==> src/rtl/vend_input_arbiter.sv <==
// vend_input_arbiter
// Front end for the vending FSM. Each of the four raw inputs (nickel, dime,
// jolt, buzzWater) is synchronised, debounced and edge-detected. Every press
// is latched as a pending request. Requests are then issued to the vending
// FSM one at a time, as registered one-cycle pulses, with a minimum idle
// spacing between pulses. Requests are held back while the FSM reports a
// dispense or return in progress.
//
// Channel index order everywhere: 0 = nickel, 1 = dime, 2 = jolt,
// 3 = buzzWater. This matches the bit order of the pending output.

module vend_input_arbiter #(
  parameter int DEBOUNCE_CYCLES = 4,  // stable samples before the level flips (1..255)
  parameter int GAP_CYCLES      = 2   // idle cycles after every pulse (0..15)
) (
  input  logic       clk,
  input  logic       reset,
  input  logic       nickel_raw,
  input  logic       dime_raw,
  input  logic       jolt_raw,
  input  logic       buzzWater_raw,
  input  logic       busy,
  output logic       nickel,
  output logic       dime,
  output logic       jolt,
  output logic       buzzWater,
  output logic [3:0] pending,
  output logic       overrun
);

  // The debounce counter fires when it has already counted DEBOUNCE_CYCLES-1
  // differing samples and sees one more.
  localparam logic [7:0] DEB_LAST = 8'(DEBOUNCE_CYCLES - 1);

  // Pulse spacing. The IDLE cycle in which the next grant is decided is
  // itself one of the idle cycles after a pulse. The GAP state therefore
  // only has to cover the remaining GAP_CYCLES-1 cycles. With GAP_CYCLES of
  // 0 or 1, ISSUE returns straight to IDLE.
  localparam int         GAP_LOAD_INT = (GAP_CYCLES >= 2) ? (GAP_CYCLES - 2) : 0;
  localparam logic [3:0] GAP_LOAD     = 4'(GAP_LOAD_INT);
  localparam bit         USE_GAP      = (GAP_CYCLES >= 2);

  typedef enum logic [1:0] {
    S_IDLE  = 2'd0,
    S_ISSUE = 2'd1,
    S_GAP   = 2'd2
  } state_t;

  logic [3:0] raw_vec;
  logic [3:0] press;

  assign raw_vec = {buzzWater_raw, jolt_raw, dime_raw, nickel_raw};

  // ---------------------------------------------------------------------
  // Per-channel conditioning: 2-flop synchroniser, debounce, rising edge
  // ---------------------------------------------------------------------
  generate
    for (genvar gi = 0; gi < 4; gi++) begin : g_chan
      logic       sync1_q;
      logic       sync2_q;
      logic       deb_q;
      logic       deb_dly_q;
      logic       deb_d;
      logic [7:0] cnt_q;
      logic [7:0] cnt_d;

      // Debounce next state: count differing samples; flip the level once
      // enough consecutive samples disagree with it.
      always_comb begin
        deb_d = deb_q;
        cnt_d = cnt_q;
        if (sync2_q == deb_q) begin
          cnt_d = 8'd0;
        end else if (cnt_q == DEB_LAST) begin
          deb_d = sync2_q;
          cnt_d = 8'd0;
        end else begin
          cnt_d = cnt_q + 8'd1;
        end
      end

      // Synchroniser, debounced level and its one-cycle delayed copy.
      always_ff @(posedge clk or posedge reset) begin
        if (reset) begin
          sync1_q   <= 1'b0;
          sync2_q   <= 1'b0;
          deb_q     <= 1'b0;
          deb_dly_q <= 1'b0;
          cnt_q     <= 8'd0;
        end else begin
          sync1_q   <= raw_vec[gi];
          sync2_q   <= sync1_q;
          deb_q     <= deb_d;
          deb_dly_q <= deb_q;
          cnt_q     <= cnt_d;
        end
      end

      // Only the rising edge of the debounced level is a press.
      assign press[gi] = deb_q & ~deb_dly_q;
    end
  endgenerate

  // ---------------------------------------------------------------------
  // Pending requests and overrun flag
  // ---------------------------------------------------------------------
  logic [3:0] pending_q;
  logic [3:0] pending_d;
  logic       overrun_q;
  logic       overrun_d;
  logic [3:0] pulse_q;
  logic [3:0] pulse_d;

  // pulse_q is non-zero only during ISSUE, and then holds the latched grant.
  // It therefore doubles as the clear mask for the granted pending bit.
  // A press that coincides with its own clear re-arms the bit and is not
  // counted as a loss.
  always_comb begin
    pending_d = (pending_q & ~pulse_q) | press;
    overrun_d = overrun_q | (|(press & pending_q & ~pulse_q));
  end

  // Pending bits and the sticky overrun flag.
  always_ff @(posedge clk or posedge reset) begin
    if (reset) begin
      pending_q <= 4'b0000;
      overrun_q <= 1'b0;
    end else begin
      pending_q <= pending_d;
      overrun_q <= overrun_d;
    end
  end

  // ---------------------------------------------------------------------
  // Issue FSM
  // ---------------------------------------------------------------------
  state_t     state_q;
  state_t     state_d;
  logic [3:0] gap_q;
  logic [3:0] gap_d;
  logic [3:0] grant;

  // Fixed priority: coins before selections, dime before nickel.
  always_comb begin
    grant = 4'b0000;
    if (pending_q[1]) begin
      grant = 4'b0010;
    end else if (pending_q[0]) begin
      grant = 4'b0001;
    end else if (pending_q[2]) begin
      grant = 4'b0100;
    end else if (pending_q[3]) begin
      grant = 4'b1000;
    end
  end

  // Next state and next pulse vector. busy is looked at only in IDLE.
  always_comb begin
    state_d = state_q;
    gap_d   = gap_q;
    pulse_d = 4'b0000;
    case (state_q)
      S_IDLE: begin
        if (!busy && (pending_q != 4'b0000)) begin
          pulse_d = grant;
          state_d = S_ISSUE;
        end
      end
      S_ISSUE: begin
        if (USE_GAP) begin
          gap_d   = GAP_LOAD;
          state_d = S_GAP;
        end else begin
          state_d = S_IDLE;
        end
      end
      S_GAP: begin
        if (gap_q == 4'd0) begin
          state_d = S_IDLE;
        end else begin
          gap_d = gap_q - 4'd1;
        end
      end
      default: begin
        state_d = S_IDLE;
      end
    endcase
  end

  // State, gap counter and the registered request pulses.
  always_ff @(posedge clk or posedge reset) begin
    if (reset) begin
      state_q <= S_IDLE;
      gap_q   <= 4'd0;
      pulse_q <= 4'b0000;
    end else begin
      state_q <= state_d;
      gap_q   <= gap_d;
      pulse_q <= pulse_d;
    end
  end

  assign nickel    = pulse_q[0];
  assign dime      = pulse_q[1];
  assign jolt      = pulse_q[2];
  assign buzzWater = pulse_q[3];
  assign pending   = pending_q;
  assign overrun   = overrun_q;

endmodule

==> config.mk <==
export PLATFORM = sky130hd
export DESIGN_NAME = vend_input_arbiter
export DESIGN_NICKNAME = d
export VERILOG_FILES = /design/src/rtl/vend_input_arbiter.sv
export SDC_FILE = /design/constraint.sdc
export NUM_CORES = 1
export LEC_CHECK = 0
export CAP_MARGIN = 0
export CORE_ASPECT_RATIO = 0.5
export CORE_UTILIZATION = 30
export DETAILED_ROUTE_END_ITERATION = 8
export GPL_TIMING_DRIVEN = 0
export PLACE_DENSITY = 0.43
export SETUP_SLACK_MARGIN = 0.05
export SYNTH_ARGS = -nofsm -noshare
export SYNTH_HDL_FRONTEND = slang
export SYNTH_SLANG_ARGS = --single-unit
==> constraint.sdc <==
create_clock -name clk -period 2.09 [get_ports clk]
set_input_delay 0.209 -clock clk [delete_from_list [all_inputs] [get_ports clk]]
set_output_delay 0.209 -clock clk [all_outputs]
set_load 0.05 [all_outputs]
==> results of run 1 <==
==> synthesized netlist by cell type (4+ instances only) <==
cell type	n
nand3_1	17
nand2_1	8
a21oi_1	13
o22ai_1	6
xnor2_1	5
nor2b_1	5
nor2_1	20
nand2b_1	6
mux2_2	4
o21ai_0	14
xor2_1	11
dfrtp_1	63
nand4_1	4
inv_1	17
ha_1	9
or3_1	13
==> sequential cells by signal (all words and copies together), names as in the netlist <==
register / cells
g_chan.cnt_q: 32
state_q: 2
overrun: 1
g_chan.deb_dly_q: 4
g_chan.sync2_q: 4
gap_q: 4
pending: 4
g_chan.sync1_q: 4
pulse_q: 4
g_chan.deb_q: 4
==> kinds of logic after synthesis <==
logic type / synth area share
XOR/XNOR: 0.04991
AO/OA/AOI/OAI: 0.1110
buffers and inverters: 0.03253
adder cells (fa/ha/maj): 0.04011
flip-flops: 0.5615
multiplexers: 0.01604
AND/OR/NAND/NOR: 0.1889
==> critical path: cells and delay by family (launching register included) <==
family / cells / cell delay, ns
adders and majority gates: 1 / 0.18
AOI/OAI and AO/OA: 1 / 0.46
and+or+nand+nor: 2 / 0.59
DFF: 1 / 0.43
==> layout make-up <==
cell class / instances / share of cell area
multi-input combinational: 164 / 0.3319
clock inverter: 3 / 0.01166
sequential: 63 / 0.4590
inverter: 17 / 0.01858
timing repair buffer: 16 / 0.04954
buffer: 5 / 0.008015
clock buffer: 13 / 0.07869
tap: 117 / 0.04262
==> metal layers <==
layer,GRT usage,share of wire
met1,0.1390,0.49
met2,0.1829,0.46
met5,0,0
met4,0.05556,0.014
met3,0.04047,0.028
==> worst paths after layout <==
kind,start,endpoint,slack (ns),cells past startpoint
min,reset,g_chan[2].deb_dly_q,0.28,2
min in group clk,buzzWater_raw,g_chan[3].sync1_q,0.33,1
min reg2reg,g_chan[1].sync1_q,g_chan[1].sync2_q,0.35,0
max,g_chan[0].cnt_q[0],g_chan[0].cnt_q[3],0.28,4
max in group asynchronous,reset,g_chan[0].cnt_q[7],1.20,3
max reg2reg,g_chan[0].cnt_q[0],g_chan[0].cnt_q[3],0.28,4
==> per-stage QoR <==
| stage | hold WS (ns) | instances | utilization | instance area [um^2] |
|---|---|---|---|---|
| after CTS | 0.3039 | 398 | 0.3864 | 3435 |
| after global placement | 0.3363 | 381 | 0.3492 | 3104 |
| after detailed placement | 0.3347 | 382 | 0.3515 | 3124 |
| after global routing | 0.3370 | 398 | 0.3864 | 3435 |
| after floorplan | 0.2404 | 249 | - | 2808 |
| final | 0.2836 | 398 | 0.3864 | 3435 |
==> power groups by stage <==
stage / clock [uW] / sequential (uW) / combinational [uW]
after floorplan: 0 / 1750 / 608
after global placement: 0 / 1660 / 950
after detailed placement: 0 / 1670 / 969
after CTS: 1570 / 1650 / 971
after global routing: 1610 / 1690 / 1060
final: 1510 / 1640 / 952
==> results.toml, run 1 <==
[outcome]
status = "finished clean"

[floorplanning]
die_area_um2 = 9773
coreArea_um2 = 8889
die_h_um = 70.41
ios = 16
die_x_um = 138.8
initial_core_util = 0.3159
rows = 24

[clock_network]
insertion_delay_ns = 0.32
cts_tree = "built"
path_clk_slew_ns = 0.05
clkSinkCount = 63
clockBufferDepth = 2
numCtsBuffers = 9
h-tree-depth = 3
cts_hold_buffers = 0
root_buffer = "clkbuf_16"
cts_setup_buffers = 0
cts-resized-gates = 0

[grt]
grt_pass1_wl_mm = 8.707
first_global_vias = 1892
antenna_found_initial = 0
grtUsageTotal = 0.1146
gr-total-overflow = 0
grt_max_degree = 37

[synth]
yosys.cell_types.count = 36
ys_ff_latch = 63
yosysTopAreaCellShare = 0.5615
syn_area_um2 = 2808
synth-seq-area-share = 0.5615
ys_async_sr_fraction = 1.000
netlist_instances = 249
yosys.area.top_type = "dfrtp_1"
synth.avg_cell_area_um2 = 11.28
yosys-top-cells-area = "dfrtp_1 56%, ha_1 4.0%, xor2_1 3.4%"
synth_edf_count = 0
ys.flop_type = "dfrtp_1"
ys.warnings.count = 0
syn-num-nets = 265

[layout]
final_nets = 292
seqCellArea_um2 = 1577
n_antenna_cell = 0
drive_above_1_share = 0.1246
multi_input_area_um2 = 1140
final_common_cell = "dfrtp_1"
fillers = 863
synthToLayoutAreaGrowth_pct = 22.33
final_cell_mix = "63 x dfrtp_1, 20 x nor2_1, 17 x nand3_1, 16 x inv_1, 15 x clkdlybuf4s50_1"

[detailed_routing]
wl_mm = 4.804
drc_errors = 0
postRouteAntennaNets = 0
vias = 1860
wl_per_cell_um = 12.07
via_per_inst = 4.673
drtIter0Drc = 92
first_pass_iters = 4

[critical_path]
crit_chain = "ha_1, or4b_4, o41ai_4, nor2_1"
crit_slowest_cell = "or4b_4"
arrival_ns = 2.00
critPathMaxStageDelay_ns = 0.49
cp-end-kind = "flop"
worstPathRequired_ns = 2.27
crit_type = "flop to flop"
start_kind = "flop"
crit_fanout = 8

[timing]
timing.final.crit_share = 0.8667
timing.slew.headroom = 0.5858
tns_ns = 0
slew_viol_final = 0
rsz0062_at_grt = "no"
final-setup-viol-count = 0
finClkSkew_ns = 0.003084
period_needed_ns = 1.811
worst_pin_slew_ns = 0.6204
max_freq_mhz = 552.1
timing.final.ws_setup_ns = 0.2786
hold_violations = 0

[pwr]
power.share.switching = 0.3070
p_comb_frac = 0.232
vdd_drop_max_v = 0.0004134
p_per_area_nw_per_um2 = 1195
cell_internal_pwr_uw = 2845
p_sw_uw = 1260
power_frac_seq = 0.400
leakage_uw = 0.001487
finalPower_uw = 4105
power_frac_clock = 0.368

[placement]
gp_congestion = 0.7297
pre_cts_ws_ns = 0.2560
io_buffers = 15
dp_hpwl_mm = 3.373

[hold_path]
hp-class = "input port to asynchronous set/reset pin"

[job]
cap_violations = 0
(Power assumes the default switching activity.)
==> run 2, diff against run 1 <==
--- a/config.mk
+++ b/config.mk
@@ -8,6 +8,7 @@
 export CAP_MARGIN = 0
 export CORE_ASPECT_RATIO = 0.5
 export CORE_UTILIZATION = 30
+export CTS_CLUSTER_SIZE = 20
 export DETAILED_ROUTE_END_ITERATION = 8
 export GPL_TIMING_DRIVEN = 0
 export PLACE_DENSITY = 0.43
==> results of run 2 <==
The final DEF is identical to that of run 1; final timing and power are the same.
==> run 3, diff against run 2 <==
--- a/config.mk
+++ b/config.mk
@@ -11,6 +11,7 @@
 export CTS_CLUSTER_SIZE = 20
 export DETAILED_ROUTE_END_ITERATION = 8
 export GPL_TIMING_DRIVEN = 0
+export MAX_ROUTING_LAYER = met4
 export PLACE_DENSITY = 0.43
 export SETUP_SLACK_MARGIN = 0.05
 export SYNTH_ARGS = -nofsm -noshare
==> run 3 against run 2 <==
Compared with the run above:
- design area did not move
- clock-buffer cell count stayed put
- sequential share of layout area did not move
- clock power about the same
- fmax is essentially flat
- hold slack barely moved
- utilization unchanged
- combinational power is essentially flat
- final cell count unchanged
- largest cell class unchanged
==> results.toml, run 3 (same netlist as run 1, synthesis figures left out) <==
[clock_network]
clockBufferDepth = 2
root_buffer = "clkbuf_16"
path_clk_slew_ns = 0.05
h-tree-depth = 3
cts_hold_buffers = 0
numCtsBuffers = 9
cts-resized-gates = 0
cts_setup_buffers = 0
insertion_delay_ns = 0.32
clkSinkCount = 63
cts_tree = "built"

[floorplanning]
rows = 24
initial_core_util = 0.3159
coreArea_um2 = 8889
die_area_um2 = 9773
die_x_um = 138.8
ios = 16
die_h_um = 70.41

[placement]
pre_cts_ws_ns = 0.2560
gp_congestion = 0.7385
dp_hpwl_mm = 3.373
io_buffers = 15

[layout]
fillers = 863
final_cell_mix = "63 x dfrtp_1, 20 x nor2_1, 17 x nand3_1, 16 x inv_1, 15 x clkdlybuf4s50_1"
drive_above_1_share = 0.1246
seqCellArea_um2 = 1577
post-route-util = 0.3864
final_nets = 292
multi_input_area_um2 = 1140
largest_reg_flops = 32
final_common_cell = "dfrtp_1"
regMostFlops = "g_chan.cnt_q"
n_antenna_cell = 0
synthToLayoutAreaGrowth_pct = 22.33

[timing]
rsz0062_at_grt = "no"
hold_violations = 0
timing.final.ws_setup_ns = 0.2779
slew_viol_final = 0
worst_pin_slew_ns = 0.6203
final-setup-viol-count = 0
timing.final.crit_share = 0.8670
max_freq_mhz = 551.9
timing.slew.headroom = 0.5859
finClkSkew_ns = 0.002816
period_needed_ns = 1.812

[grt]
grt_max_degree = 37
grt_pass1_wl_mm = 8.721
grtUsageTotal = 0.1181
gr-total-overflow = 0
first_global_vias = 1886
antenna_found_initial = 0

[detailed_routing]
via_per_inst = 4.693
wl_mm = 4.810
wl_per_cell_um = 12.09
drc_errors = 0
drtIter0Drc = 90
postRouteAntennaNets = 0
vias = 1868
first_pass_iters = 4

[critical_path]
crit_cells = 4
cp_num_buf_inv = 0
start_kind = "flop"
ff2ff_setup_slack_ns = 0.28
r2r-start = "g_chan[0].cnt_q[0]"
crit_fanout = 8
r2r_cells = 4
cp-end-kind = "flop"
crit_chain = "ha_1, or4b_4, o41ai_4, nor2_1"
cp-endpoint = "g_chan[0].cnt_q[3]"
critPathMaxStageDelay_ns = 0.49
crit_type = "flop to flop"
crit_family = "simple AND/OR/NAND/NOR gates"
rr_endpoint = "g_chan[0].cnt_q[3]"
worstPathRequired_ns = 2.27
arrival_ns = 2.00
worstSetupStartpoint = "g_chan[0].cnt_q[0]"
crit_slowest_cell = "or4b_4"

[outcome]
status = "finished clean"

[pwr]
leakage_uw = 0.001487
finalPower_uw = 4107
vdd_drop_max_v = 0.0004155
p_per_area_nw_per_um2 = 1196

[hold_path]
hp-class = "input port to asynchronous set/reset pin"

[job]
cap_violations = 0
[run 3: stage by stage]
stage          hold WS, ns  cells  TNS, ns  cell area, um^2
2_1_floorplan       0.2404    249        0             2808
3_3_place_gp        0.3363    381   -51.43             3104
3_5_place_dp        0.3347    382        0             3124
4_1_cts             0.3039    398        0             3435
5_1_grt             0.3372    398        0             3435
6_report            0.2839    398        0             3435
[run 3: how the worst min path moves through the flow]
stage / from / endpoint
floorplan: nickel_raw / g_chan[0].sync1_q
global placement: g_chan[1].sync1_q / g_chan[1].sync2_q
detailed placement: g_chan[1].sync1_q / g_chan[1].sync2_q
CTS: reset / g_chan[2].sync2_q
global route: reset / pulse_q[2]
finish: reset / g_chan[2].deb_dly_q
[run 3: worst register-to-register path, cell delays in order, from the launching register on]
cell	delay (ns)
dfrtp_1	0.43
ha_1	0.19
or4b_4	0.49
o41ai_4	0.46
nor2_1	0.11
[run 3: layer usage]
metal,up-vias,wire length [um],GRT usage
li1,924,-,-
met1,919,2344,0.1390
met2,15,2208,0.1829
met3,10,169,0.04047
met4,0,86,0.05556
met5,-,0,-
[run 3: final cells by class]
cell class                 instances  area share
tap                              117     0.04262
multi-input combinational        164      0.3319
sequential                        63      0.4590
clock buffer                      13     0.07869
timing repair buffer              16     0.04954
inverter                          17     0.01858
clock inverter                     3     0.01166
buffer                             5    0.008015
[run 3: where the power goes]
part	leakage (uW)	internal [uW]	switching, uW
Combinational	0.000520	393	560
Sequential	0.000812	1440	206
Clock	0.000156	1020	497
